## src/rtl/mem_arbiter2.sv

```systemverilog
// Two-port round-robin arbiter sharing one RAM port between the core (port 0)
// and a loader/DMA/debug master (port 1), with optional lock for atomic bursts.
module mem_arbiter2 #(
  parameter int AW      = 8,
  parameter int DW      = 8,
  parameter int MEM_LAT = 1
) (
  input  logic          clk,
  input  logic          rst,
  input  logic          req0,
  input  logic          we0,
  input  logic [AW-1:0] addr0,
  input  logic [DW-1:0] wdata0,
  input  logic          lock0,
  output logic          ack0,
  output logic [DW-1:0] rdata0,
  input  logic          req1,
  input  logic          we1,
  input  logic [AW-1:0] addr1,
  input  logic [DW-1:0] wdata1,
  input  logic          lock1,
  output logic          ack1,
  output logic [DW-1:0] rdata1,
  output logic [AW-1:0] mem_addr,
  output logic          mem_we,
  output logic [DW-1:0] mem_wdata,
  input  logic [DW-1:0] mem_rdata,
  output logic          busy,
  output logic          owner
);

  typedef enum logic [1:0] {
    IDLE   = 2'd0,
    ACCESS = 2'd1,
    ACK    = 2'd2
  } state_t;

  localparam logic [3:0] CNT_INIT = 4'(MEM_LAT - 1);

  state_t        state_q, state_d;
  logic [3:0]    cnt_q, cnt_d;
  logic          last_q, last_d;
  logic          lock_q, lock_d;
  logic          owner_q, owner_d;
  logic          mem_we_q, mem_we_d;
  logic          ack0_q, ack0_d;
  logic          ack1_q, ack1_d;
  logic [AW-1:0] mem_addr_q, mem_addr_d;
  logic [DW-1:0] mem_wdata_q, mem_wdata_d;
  logic [DW-1:0] rdata0_q, rdata0_d;
  logic [DW-1:0] rdata1_q, rdata1_d;

  logic          grant_s;
  logic          win_s;
  logic          own_req_s;
  logic          own_lock_s;

  assign own_req_s  = owner_q ? req1 : req0;
  assign own_lock_s = owner_q ? lock1 : lock0;

  // Next-state and registered-output logic for the IDLE/ACCESS/ACK sequence.
  always_comb begin
    state_d     = state_q;
    cnt_d       = cnt_q;
    last_d      = last_q;
    lock_d      = lock_q;
    owner_d     = owner_q;
    mem_addr_d  = mem_addr_q;
    mem_we_d    = mem_we_q;
    mem_wdata_d = mem_wdata_q;
    rdata0_d    = rdata0_q;
    rdata1_d    = rdata1_q;
    ack0_d      = 1'b0;
    ack1_d      = 1'b0;
    grant_s     = 1'b0;
    win_s       = 1'b0;

    case (state_q)
      IDLE: begin
        if (lock_q && own_req_s) begin
          grant_s = 1'b1;
          win_s   = owner_q;
        end else begin
          // An idle lock holder forfeits the lock so the other port cannot starve.
          lock_d = 1'b0;
          if (req0 && req1) begin
            grant_s = 1'b1;
            win_s   = ~last_q;
          end else if (req0) begin
            grant_s = 1'b1;
            win_s   = 1'b0;
          end else if (req1) begin
            grant_s = 1'b1;
            win_s   = 1'b1;
          end else begin
            grant_s = 1'b0;
            win_s   = 1'b0;
          end
        end

        if (grant_s) begin
          state_d     = ACCESS;
          owner_d     = win_s;
          cnt_d       = CNT_INIT;
          mem_addr_d  = win_s ? addr1 : addr0;
          mem_we_d    = win_s ? we1 : we0;
          mem_wdata_d = win_s ? wdata1 : wdata0;
        end else begin
          state_d = IDLE;
        end
      end

      ACCESS: begin
        if (cnt_q != 4'd0) begin
          cnt_d = cnt_q - 4'd1;
        end else begin
          if (!mem_we_q) begin
            if (owner_q) begin
              rdata1_d = mem_rdata;
            end else begin
              rdata0_d = mem_rdata;
            end
          end else begin
            rdata0_d = rdata0_q;
            rdata1_d = rdata1_q;
          end
          mem_we_d = 1'b0;
          ack0_d   = ~owner_q;
          ack1_d   = owner_q;
          last_d   = owner_q;
          lock_d   = own_lock_s;
          state_d  = ACK;
        end
      end

      ACK: begin
        state_d = IDLE;
      end

      default: begin
        state_d = IDLE;
      end
    endcase
  end

  // State and output registers with synchronous reset.
  always_ff @(posedge clk) begin
    if (rst) begin
      state_q     <= IDLE;
      cnt_q       <= 4'd0;
      last_q      <= 1'b1;
      lock_q      <= 1'b0;
      owner_q     <= 1'b0;
      mem_we_q    <= 1'b0;
      ack0_q      <= 1'b0;
      ack1_q      <= 1'b0;
      mem_addr_q  <= {AW{1'b0}};
      mem_wdata_q <= {DW{1'b0}};
      rdata0_q    <= {DW{1'b0}};
      rdata1_q    <= {DW{1'b0}};
    end else begin
      state_q     <= state_d;
      cnt_q       <= cnt_d;
      last_q      <= last_d;
      lock_q      <= lock_d;
      owner_q     <= owner_d;
      mem_we_q    <= mem_we_d;
      ack0_q      <= ack0_d;
      ack1_q      <= ack1_d;
      mem_addr_q  <= mem_addr_d;
      mem_wdata_q <= mem_wdata_d;
      rdata0_q    <= rdata0_d;
      rdata1_q    <= rdata1_d;
    end
  end

  assign ack0      = ack0_q;
  assign ack1      = ack1_q;
  assign rdata0    = rdata0_q;
  assign rdata1    = rdata1_q;
  assign mem_addr  = mem_addr_q;
  assign mem_we    = mem_we_q;
  assign mem_wdata = mem_wdata_q;
  assign owner     = owner_q;
  assign busy      = (state_q != IDLE);

endmodule

```

## config.mk

```make
export PLATFORM = sky130hd
export DESIGN_NAME = mem_arbiter2
export DESIGN_NICKNAME = d
export VERILOG_FILES = /design/src/rtl/mem_arbiter2.sv
export SDC_FILE = /design/constraint.sdc
export NUM_CORES = 1
export LEC_CHECK = 0
export ABC_CLOCK_PERIOD_IN_PS = 5600
export CORE_MARGIN = 5
export CORE_UTILIZATION = 46
export CTS_BUF_LIST = sky130_fd_sc_hd__clkbuf_8
export DETAILED_ROUTE_END_ITERATION = 6
export PLACE_DENSITY = 0.92
export SLEW_MARGIN = 15
export SYNTH_ARGS = -nofsm -noshare
export SYNTH_HDL_FRONTEND = slang
export SYNTH_SLANG_ARGS = --single-unit
```

## constraint.sdc

```tcl
create_clock -name clk -period 5.6 [get_ports clk]
set_clock_uncertainty 0.1 [all_clocks]
set_input_delay 1.12 -clock clk [delete_from_list [all_inputs] [get_ports clk]]
set_output_delay 1.12 -clock clk [all_outputs]
set_load 0.1 [all_outputs]
```

==> flow_summary.ini, run 1 <==
[sta]
fmax_ghz = 0.299
slew_headroom = 0.329
hold_viol = 0
rsz0062_at_grt = no
fin_crit_ns = 3.35
slew_viol_final = 0
finalSetupViolCount = 0
setup_slack_ns = 2.25
period_share = 0.598
fin_setup_tns_ns = 0
worst_pin_slew_ns = 1.00
hold_ws_ns = 0.373

[layout]
utilization = 0.715
drive_gt1_frac = 0.0636
fin_area_um2 = 2820
n_antenna_cell = 0
nNetsFinal = 331
area_delta_synth_final_pct = 51.8
fin_cells = 333

[drt]
post-route-drc-count = 0
wirelength_um = 5100
wire_per_inst_um = 15.3
dr_total_vias = 1784
antenna_left = 0
viasPerCell = 5.36
first_pass_iters = 4
drt_iter0_drc = 112

[cts]
clkTransAtPathRegs_ns = 0.08
cts_buffers = 5
tritoncts = yes
clockBufferDepth = 2
htreeDepth = 2
cts_hold_buf = 0
cts.sinks = 44
clock-root-buffer = clkbuf_8
post_cts_resized = 0
clock_latency_ns = 0.29
cts_setup_buffers = 0

[yosys]
syn-cell-area_um2 = 1860
synth_ff_type = dfxtp_1
ys_ff_latch = 44
synthDistinctLibCells = 30
synth_top_area_cell = dfxtp_1
synth_edf_count = 0
synthCells = 206
synth_top_area_frac = 0.474
yosysWarnings = 0
yosysMostFrequentCell = dfxtp_1
synth_area_leaders = dfxtp_1 (47%), mux2i_1 (9.2%), o211ai_1 (7.3%), nand2_1 (7.1%), nand4_1 (5.7%)
syn_area_per_cell_um2 = 9.01
yosys-top-cells-count = dfxtp_1 (44), nand2_1 (35), nor2_1 (20)
async_reset_ff_frac = 0
synth_nets = 255
ys_seq_area_frac = 0.474

[hold_path]
hold_class = reg2reg

[floorplan]
die-area_um2 = 5410
die_h_um = 73.5
num_rows = 23
ios = 85
core_area_um2 = 3940
start_util = 0.471
die_w_um = 73.5

[place]
place.gp.congestion = 0.773
dp_slack_ns = 1.91
hpwl_um = 3580
port_buffers = 84
postPlaceCellArea_um2 = 2690
dp.cells = 324

[power_and_ir_drop]
p_total_mw = 0.944
p_leak_nw = 1.04
powerDensity_nw_per_um2 = 335
irDropWorstVdd_mv = 0.228

[setup_path]
worst-path-max-fanout = 10
max_stage_delay_ns = 1.24
critical_path_arrival_ns = 2.13
cpMaxStageDelayCell = clkdlybuf4s50_1
crit_required_ns = 4.38
cp-start-kind = flop
cp_num_buf_inv = 1
cp_top_family = buffers and inverters
crit_type = reg2out
crit_chain = clkdlybuf4s50_1
worstSetupEndpointType = primary output

[status]
status = completed

[global_routing]
grt_pass1_vias = 1717
grt_pass1_wl_um = 8140
grt_usage = 0.191
grt_max_degree = 36
antenna_found_initial = 0
global_route.overflow_total = 0

[run]
drv_cap = 0
-- power breakdown --
part / total [mW] / leakage (nW) / switching [mW] / internal (mW)
clock: 0.241 / 0.0541 / 0.109 / 0.132
combinational: 0.348 / 0.628 / 0.244 / 0.103
sequential: 0.356 / 0.360 / 0.0166 / 0.339
total: 0.944 / 1.04 / 0.370 / 0.575
-- tightest hold or removal path, delay by kind of cell, from the launching register on --
kind	cells	cell delay, ns
flip-flops	1	0.33
AND/OR/NAND/NOR	1	0.05
AO/OA/AOI/OAI	1	0.06
-- path summary, 6_finish.rpt --
check	startpoint	endpoint	slack (ns)	depth (start not counted)
max reg2reg	cnt_q[0]	rdata1[3]	3.27	6
min	mem_addr[4]	mem_addr[4]	0.37	2
max	owner	owner	2.25	1
min reg2reg	mem_addr[4]	mem_addr[4]	0.37	2
-- flip-flops by register name (all words and copies together) (netlist names) --
signal	count
mem_addr	8
mem_wdata	8
rdata0	8
rdata1	8
cnt_q	4
state_q	2
ack0	1
ack1	1
last_q	1
lock_q	1
mem_we	1
owner	1
-- metal layers --
| layer | up-vias | global-route usage | routed length, um | part of all wire |
|---|---|---|---|---|
| li1 | 872 | - | - | - |
| met1 | 848 | 0.246 | 2150 | 0.42 |
| met2 | 57 | 0.310 | 2570 | 0.50 |
| met3 | 7 | 0.0492 | 295 | 0.058 |
| met4 | 0 | 0.0604 | 76 | 0.015 |
| met5 | - | 0 | 0 | 0 |
-- cell families after synthesis --
logic type               count (synthesis)  synth area share
buffers and inverters                   19            0.0451
flip-flops                              44             0.474
AO/OA/AOI/OAI                           24            0.0943
multiplexers                            19             0.104
adder cells (fa/ha/maj)                  1           0.00674
AND/OR/NAND/NOR                         97             0.266
XOR/XNOR                                 2           0.00944
-- layout make-up --
type | instances | area [um2]
flip-flops and latches | 44 | 881
clock buffers | 5 | 68.8
repair buffers | 86 | 863
well taps | 50 | 62.6
multi-input cells | 143 | 892
clock inverters | 3 | 42.5
fillers | 295 | 1120
inverters | 2 | 7.51
-- cell usage in the layout, fill, tap and decap left out, types with 2 or more instances in the layout --
cell type         n
nor3_1            2
mux2i_1          17
o211ai_1         18
and2_1            4
or2_2             2
mux2_2            2
clkbuf_8          5
nand4_1          17
nor2b_1           4
xnor2_1           2
inv_1             2
clkdlybuf4s50_1  84
nor2_1           20
nand2_1          35
dfxtp_1          44
nand3_1           6
a21oi_1           2
Power figures use the tool's default switching activity.
==> run 2: changes to the inputs <==
--- a/config.mk
+++ b/config.mk
@@ -5,12 +5,12 @@
 export SDC_FILE = /design/constraint.sdc
 export NUM_CORES = 1
 export LEC_CHECK = 0
-export ABC_CLOCK_PERIOD_IN_PS = 5600
+export ABC_CLOCK_PERIOD_IN_PS = 3160
 export CORE_MARGIN = 5
-export CORE_UTILIZATION = 46
+export CORE_UTILIZATION = 42
 export CTS_BUF_LIST = sky130_fd_sc_hd__clkbuf_8
 export DETAILED_ROUTE_END_ITERATION = 6
-export PLACE_DENSITY = 0.92
+export PLACE_DENSITY = 0.85
 export SLEW_MARGIN = 15
 export SYNTH_ARGS = -nofsm -noshare
 export SYNTH_HDL_FRONTEND = slang
==> constraint.sdc (replaced) <==
create_clock -name clk -period 3.16 [get_ports clk]
set_clock_uncertainty 0.1 [all_clocks]
set_input_delay 0.632 -clock clk [delete_from_list [all_inputs] [get_ports clk]]
set_output_delay 0.632 -clock clk [all_outputs]
set_load 0.1 [all_outputs]
==> flow_summary.ini, run 2 (synthesis gave the netlist of run 1 again) <==
[power_and_ir_drop]
comb_power_share = 0.358
clkPwrFrac = 0.264
p_sw_mw = 0.667
powerDensity_nw_per_um2 = 612
seqPwrFrac = 0.377
irDropWorstVdd_mv = 0.346
p_leak_nw = 1.12
p_int_mw = 1.01
power_switching_share = 0.398

[floorplan]
num_rows = 24
ios = 85
die-area_um2 = 5850
start_util = 0.429
die_w_um = 76.5
core_area_um2 = 4320
die_h_um = 76.5

[setup_path]
max_stage_delay_ns = 0.62
crit_required_ns = 3.25
cp_top_family = simple AND/OR/NAND/NOR gates
cpMaxStageDelayCell = nand4b_1
cp_num_buf_inv = 1
r2r_start = cnt_q[0]
crit_chain = inv_1 > ha_1 > nor3b_1 > nand4b_1 > mux2i_1 > nor2_1
crit_type = reg2reg
worst-path-max-fanout = 8
cp-start-kind = flop
worstSetupEndpointType = flop
critical_path_arrival_ns = 2.42
timing.rr.end = rdata1[3]
r2r_setup_slack_ns = 0.84
r2r_cells = 6

[cts]
htreeDepth = 2
cts_setup_buffers = 0
clockBufferDepth = 2
clkTransAtPathRegs_ns = 0.09
cts_buffers = 5
tritoncts = yes
cts_hold_buf = 0
clock_latency_ns = 0.30
cts.sinks = 44
post_cts_resized = 0
clock-root-buffer = clkbuf_8

[layout]
regArea_um2 = 881
mostFrequentLayoutCells = clkdlybuf4s50_1 (47), dfxtp_1 (44), buf_4 (41), nand2_1 (35), nor2_1 (20)
fin_cells = 337
multi_input_area_um2 = 892
nNetsFinal = 333
utilization = 0.633
drive_gt1_frac = 0.200
n_antenna_cell = 0
fin_area_um2 = 2740
final_common_cell = clkdlybuf4s50_1
nFillCells = 383
area_delta_synth_final_pct = 47.5

[drt]
antenna_left = 0
wirelength_um = 5100
viasPerCell = 5.32
dr_total_vias = 1793
drt_iter0_drc = 114
wire_per_inst_um = 15.1
first_pass_iters = 4
post-route-drc-count = 0

[status]
status = completed

[global_routing]
global_route.overflow_total = 0
grt_usage = 0.174
grt_max_degree = 36
antenna_found_initial = 0
grt_pass1_wl_um = 8470
grt_pass1_vias = 1772

[place]
dp.cells = 329
place.gp.congestion = 0.780
port_buffers = 84
hpwl_um = 3740
postPlaceCellArea_um2 = 2620
dp_slack_ns = 0.732

[sta]
rsz0062_at_grt = no
slew_viol_final = 0
period_share = 0.736
fmax_ghz = 0.430
slew_headroom = 0.506
worst_pin_slew_ns = 0.736
fin_setup_tns_ns = 0
fin_crit_ns = 2.32
finalSetupViolCount = 0
setup_slack_ns = 0.836
hold_viol = 0

[hold_path]
whs_endpoint = mem_addr[4]
hold_class = reg2reg
holdPathStages = 2
min-delay-start = mem_addr[4]

[run]
drv_cap = 0
==> run 2: cell count changes in the layout (fill, tap and decap cells not counted), sizes merged <==
cell,previous run,this run
inv,2,3
buf,2,41
clkinv,1,0
clkdlybuf4s50,84,47
==> run 2: metrics by stage <==
stage                     hold WS (ns)  power (mW)
after detailed placement         0.360        1.24
after global routing             0.395        1.74
after CTS                        0.381        1.68
after floorplan                  0.332        1.08
after global placement           0.350        1.24
final                            0.377        1.68
==> run 2: worst max-delay path by stage <==
stage	from	cells after the start	slack, ns	to
floorplan	owner	7	0.66	mem_addr[0]
global placement	req0	5	0.80	mem_addr[2]
detailed placement	req0	5	0.73	mem_addr[2]
CTS	cnt_q[0]	6	0.86	rdata1[3]
global route	cnt_q[0]	6	0.65	rdata1[2]
finish	cnt_q[0]	6	0.84	rdata1[3]
==> run 2: power groups by stage <==
stage	combinational [mW]	clock, mW	sequential (mW)
after floorplan	0.165	0	0.919
after global placement	0.595	0	0.643
after detailed placement	0.600	0	0.644
after CTS	0.602	0.448	0.632
after global routing	0.628	0.477	0.638
final	0.600	0.443	0.632
==> run 2: routing by layer <==
layer / routed length, um / vias up / GRT usage
met2: 2600 / 52 / 0.286
li1: - / 877 / -
met4: 43 / 0 / 0.0542
met1: 2140 / 859 / 0.214
met3: 318 / 5 / 0.0591
met5: 0 / - / 0
==> run 2: worst reg2reg max path, delay by kind of cell, from the launching register on <==
| family | cells | cell delay (ns) |
|---|---|---|
| simple gates | 3 | 1.16 |
| mux | 1 | 0.35 |
| flops | 1 | 0.32 |
| fa+ha+maj | 1 | 0.20 |
| buf+inv | 1 | 0.09 |
==> run 2: cell type report <==
| cell class | count | share of cell area |
|---|---|---|
| clock buffers | 5 | 0.0251 |
| clock inverters | 3 | 0.0169 |
| inverters | 2 | 0.00274 |
| multi-input cells | 143 | 0.326 |
| flip-flops and latches | 44 | 0.322 |
| well taps | 52 | 0.0238 |
| repair buffers | 88 | 0.284 |
==> run 3: changes to the inputs <==
--- a/config.mk
+++ b/config.mk
@@ -5,12 +5,12 @@
 export SDC_FILE = /design/constraint.sdc
 export NUM_CORES = 1
 export LEC_CHECK = 0
-export ABC_CLOCK_PERIOD_IN_PS = 3160
+export ABC_CLOCK_PERIOD_IN_PS = 2000
 export CORE_MARGIN = 5
-export CORE_UTILIZATION = 42
+export CORE_UTILIZATION = 38
 export CTS_BUF_LIST = sky130_fd_sc_hd__clkbuf_8
 export DETAILED_ROUTE_END_ITERATION = 6
-export PLACE_DENSITY = 0.85
+export PLACE_DENSITY = 0.81
 export SLEW_MARGIN = 15
 export SYNTH_ARGS = -nofsm -noshare
 export SYNTH_HDL_FRONTEND = slang
==> constraint.sdc (replaced) <==
create_clock -name clk -period 2 [get_ports clk]
set_clock_uncertainty 0.1 [all_clocks]
set_input_delay 0.4 -clock clk [delete_from_list [all_inputs] [get_ports clk]]
set_output_delay 0.4 -clock clk [all_outputs]
set_load 0.1 [all_outputs]
==> flow_summary.ini, run 3 (synthesis gave the netlist of run 1 again) <==
[power_and_ir_drop]
powerDensity_nw_per_um2 = 900
p_leak_nw = 1.17
irDropWorstVdd_mv = 0.551

[floorplan]
die_h_um = 79.9
start_util = 0.393
ios = 85
die-area_um2 = 6380
die_w_um = 79.9
core_area_um2 = 4720
num_rows = 25

[sta]
period_share = 0.937
hold_viol = 0
fmax_ghz = 0.534
fin_crit_ns = 1.87
slew_headroom = 0.797
hold_ws_ns = 0.377
finalSetupViolCount = 0
fin_setup_tns_ns = 0
rsz0062_at_grt = no
slew_viol_final = 0
worst_pin_slew_ns = 0.303

[cts]
clock_latency_ns = 0.30
clockBufferDepth = 2
cts_hold_buf = 0
clock-root-buffer = clkbuf_8
clkTransAtPathRegs_ns = 0.08
htreeDepth = 2
cts.sinks = 44
cts_setup_buffers = 0
tritoncts = yes
post_cts_resized = 0
cts_buffers = 5

[drt]
antenna_left = 0
first_pass_iters = 4
wirelength_um = 5070
post-route-drc-count = 0
drt_iter0_drc = 78
viasPerCell = 4.92
dr_total_vias = 1767
wire_per_inst_um = 14.1

[hold_path]
hold_class = reg2reg

[setup_path]
cpMaxStageDelayCell = or3b_4
crit_type = reg2reg
worst-path-max-fanout = 8
worstSetupEndpointType = flop
cp-start-kind = flop
critical_path_arrival_ns = 1.96
crit_chain = inv_1 > ha_1 > or3b_4 > nor4_4 > buf_12 > mux2i_1 > nor2_1
crit_required_ns = 2.09
max_stage_delay_ns = 0.42

[layout]
final_common_cell = clkdlybuf4s50_1
fin_cells = 359
regArea_um2 = 885
nNetsFinal = 340
drive_gt1_frac = 0.226
area_delta_synth_final_pct = 56.9
utilization = 0.617
nFillCells = 396
n_antenna_cell = 0
fin_area_um2 = 2910
multi_input_area_um2 = 896
mostFrequentLayoutCells = clkdlybuf4s50_1 (47), dfxtp_1 (43), buf_4 (39), nand2_1 (35), nor2_1 (20)

[global_routing]
antenna_found_initial = 0
grt_usage = 0.162
grt_pass1_vias = 1766
grt_pass1_wl_um = 8220
grt_max_degree = 36
global_route.overflow_total = 0

[place]
postPlaceCellArea_um2 = 2820
hpwl_um = 3820
port_buffers = 84
dp.cells = 351
place.gp.congestion = 0.829

[status]
status = completed

[run]
drv_cap = 0
==> run 3: changes by cell type in the layout (fill, tap and decap cells not counted) <==
cell	previous run	this run
o21ai_1	1	0
o21ai_2	0	1
dfxtp_1	44	43
bufinv_16	1	0
buf_12	0	9
dfxtp_4	0	1
clkinvlp_4	1	2
buf_4	41	39
clkbuf_8	5	6
inv_6	1	0
==> run 3: final timing paths <==
kind	start	end	cells past startpoint	slack [ns]
setup / recovery	cnt_q[0]	rdata0[3]	7	0.13
hold / removal	last_q	last_q	2	0.38
setup reg to reg	cnt_q[0]	rdata0[3]	7	0.13
hold reg to reg	last_q	last_q	2	0.38
==> run 3: critical path, delay by kind of cell (launching register included) <==
| family | cells | cell delay, ns |
|---|---|---|
| flops | 1 | 0.32 |
| buf+inv | 2 | 0.27 |
| mux | 1 | 0.22 |
| fa+ha+maj | 1 | 0.18 |
| simple gates | 3 | 0.68 |
==> run 3: per-layer routing <==
layer  global-route usage  vias up  part of all wire
li1                     -      889                 -
met2                0.279       41              0.51
met3               0.0485        2             0.059
met4               0.0456        0            0.0079
met1                0.194      835              0.42
met5                    0        -                 0
==> run 3: area by class of cell <==
class                      instances  share of cell area
inverter                           2             0.00258
multi-input combinational        143               0.308
tap                               67              0.0288
sequential                        44               0.304
timing repair buffer              95               0.324
clock buffer                       6              0.0284
clock inverter                     2             0.00515
==> run 3: through the flow <==
step	setup slack, ns	power, mW
floorplan	0.0461	1.72
global placement	0.153	2.05
detailed placement	0.108	2.06
CTS	0.120	2.64
global route	0.0241	2.74
finish	0.126	2.62
==> run 3: power by group <==
part	internal, mW	switching (mW)
combinational	0.338	0.693
sequential	0.950	0.0515
clock	0.280	0.308
total	1.57	1.05
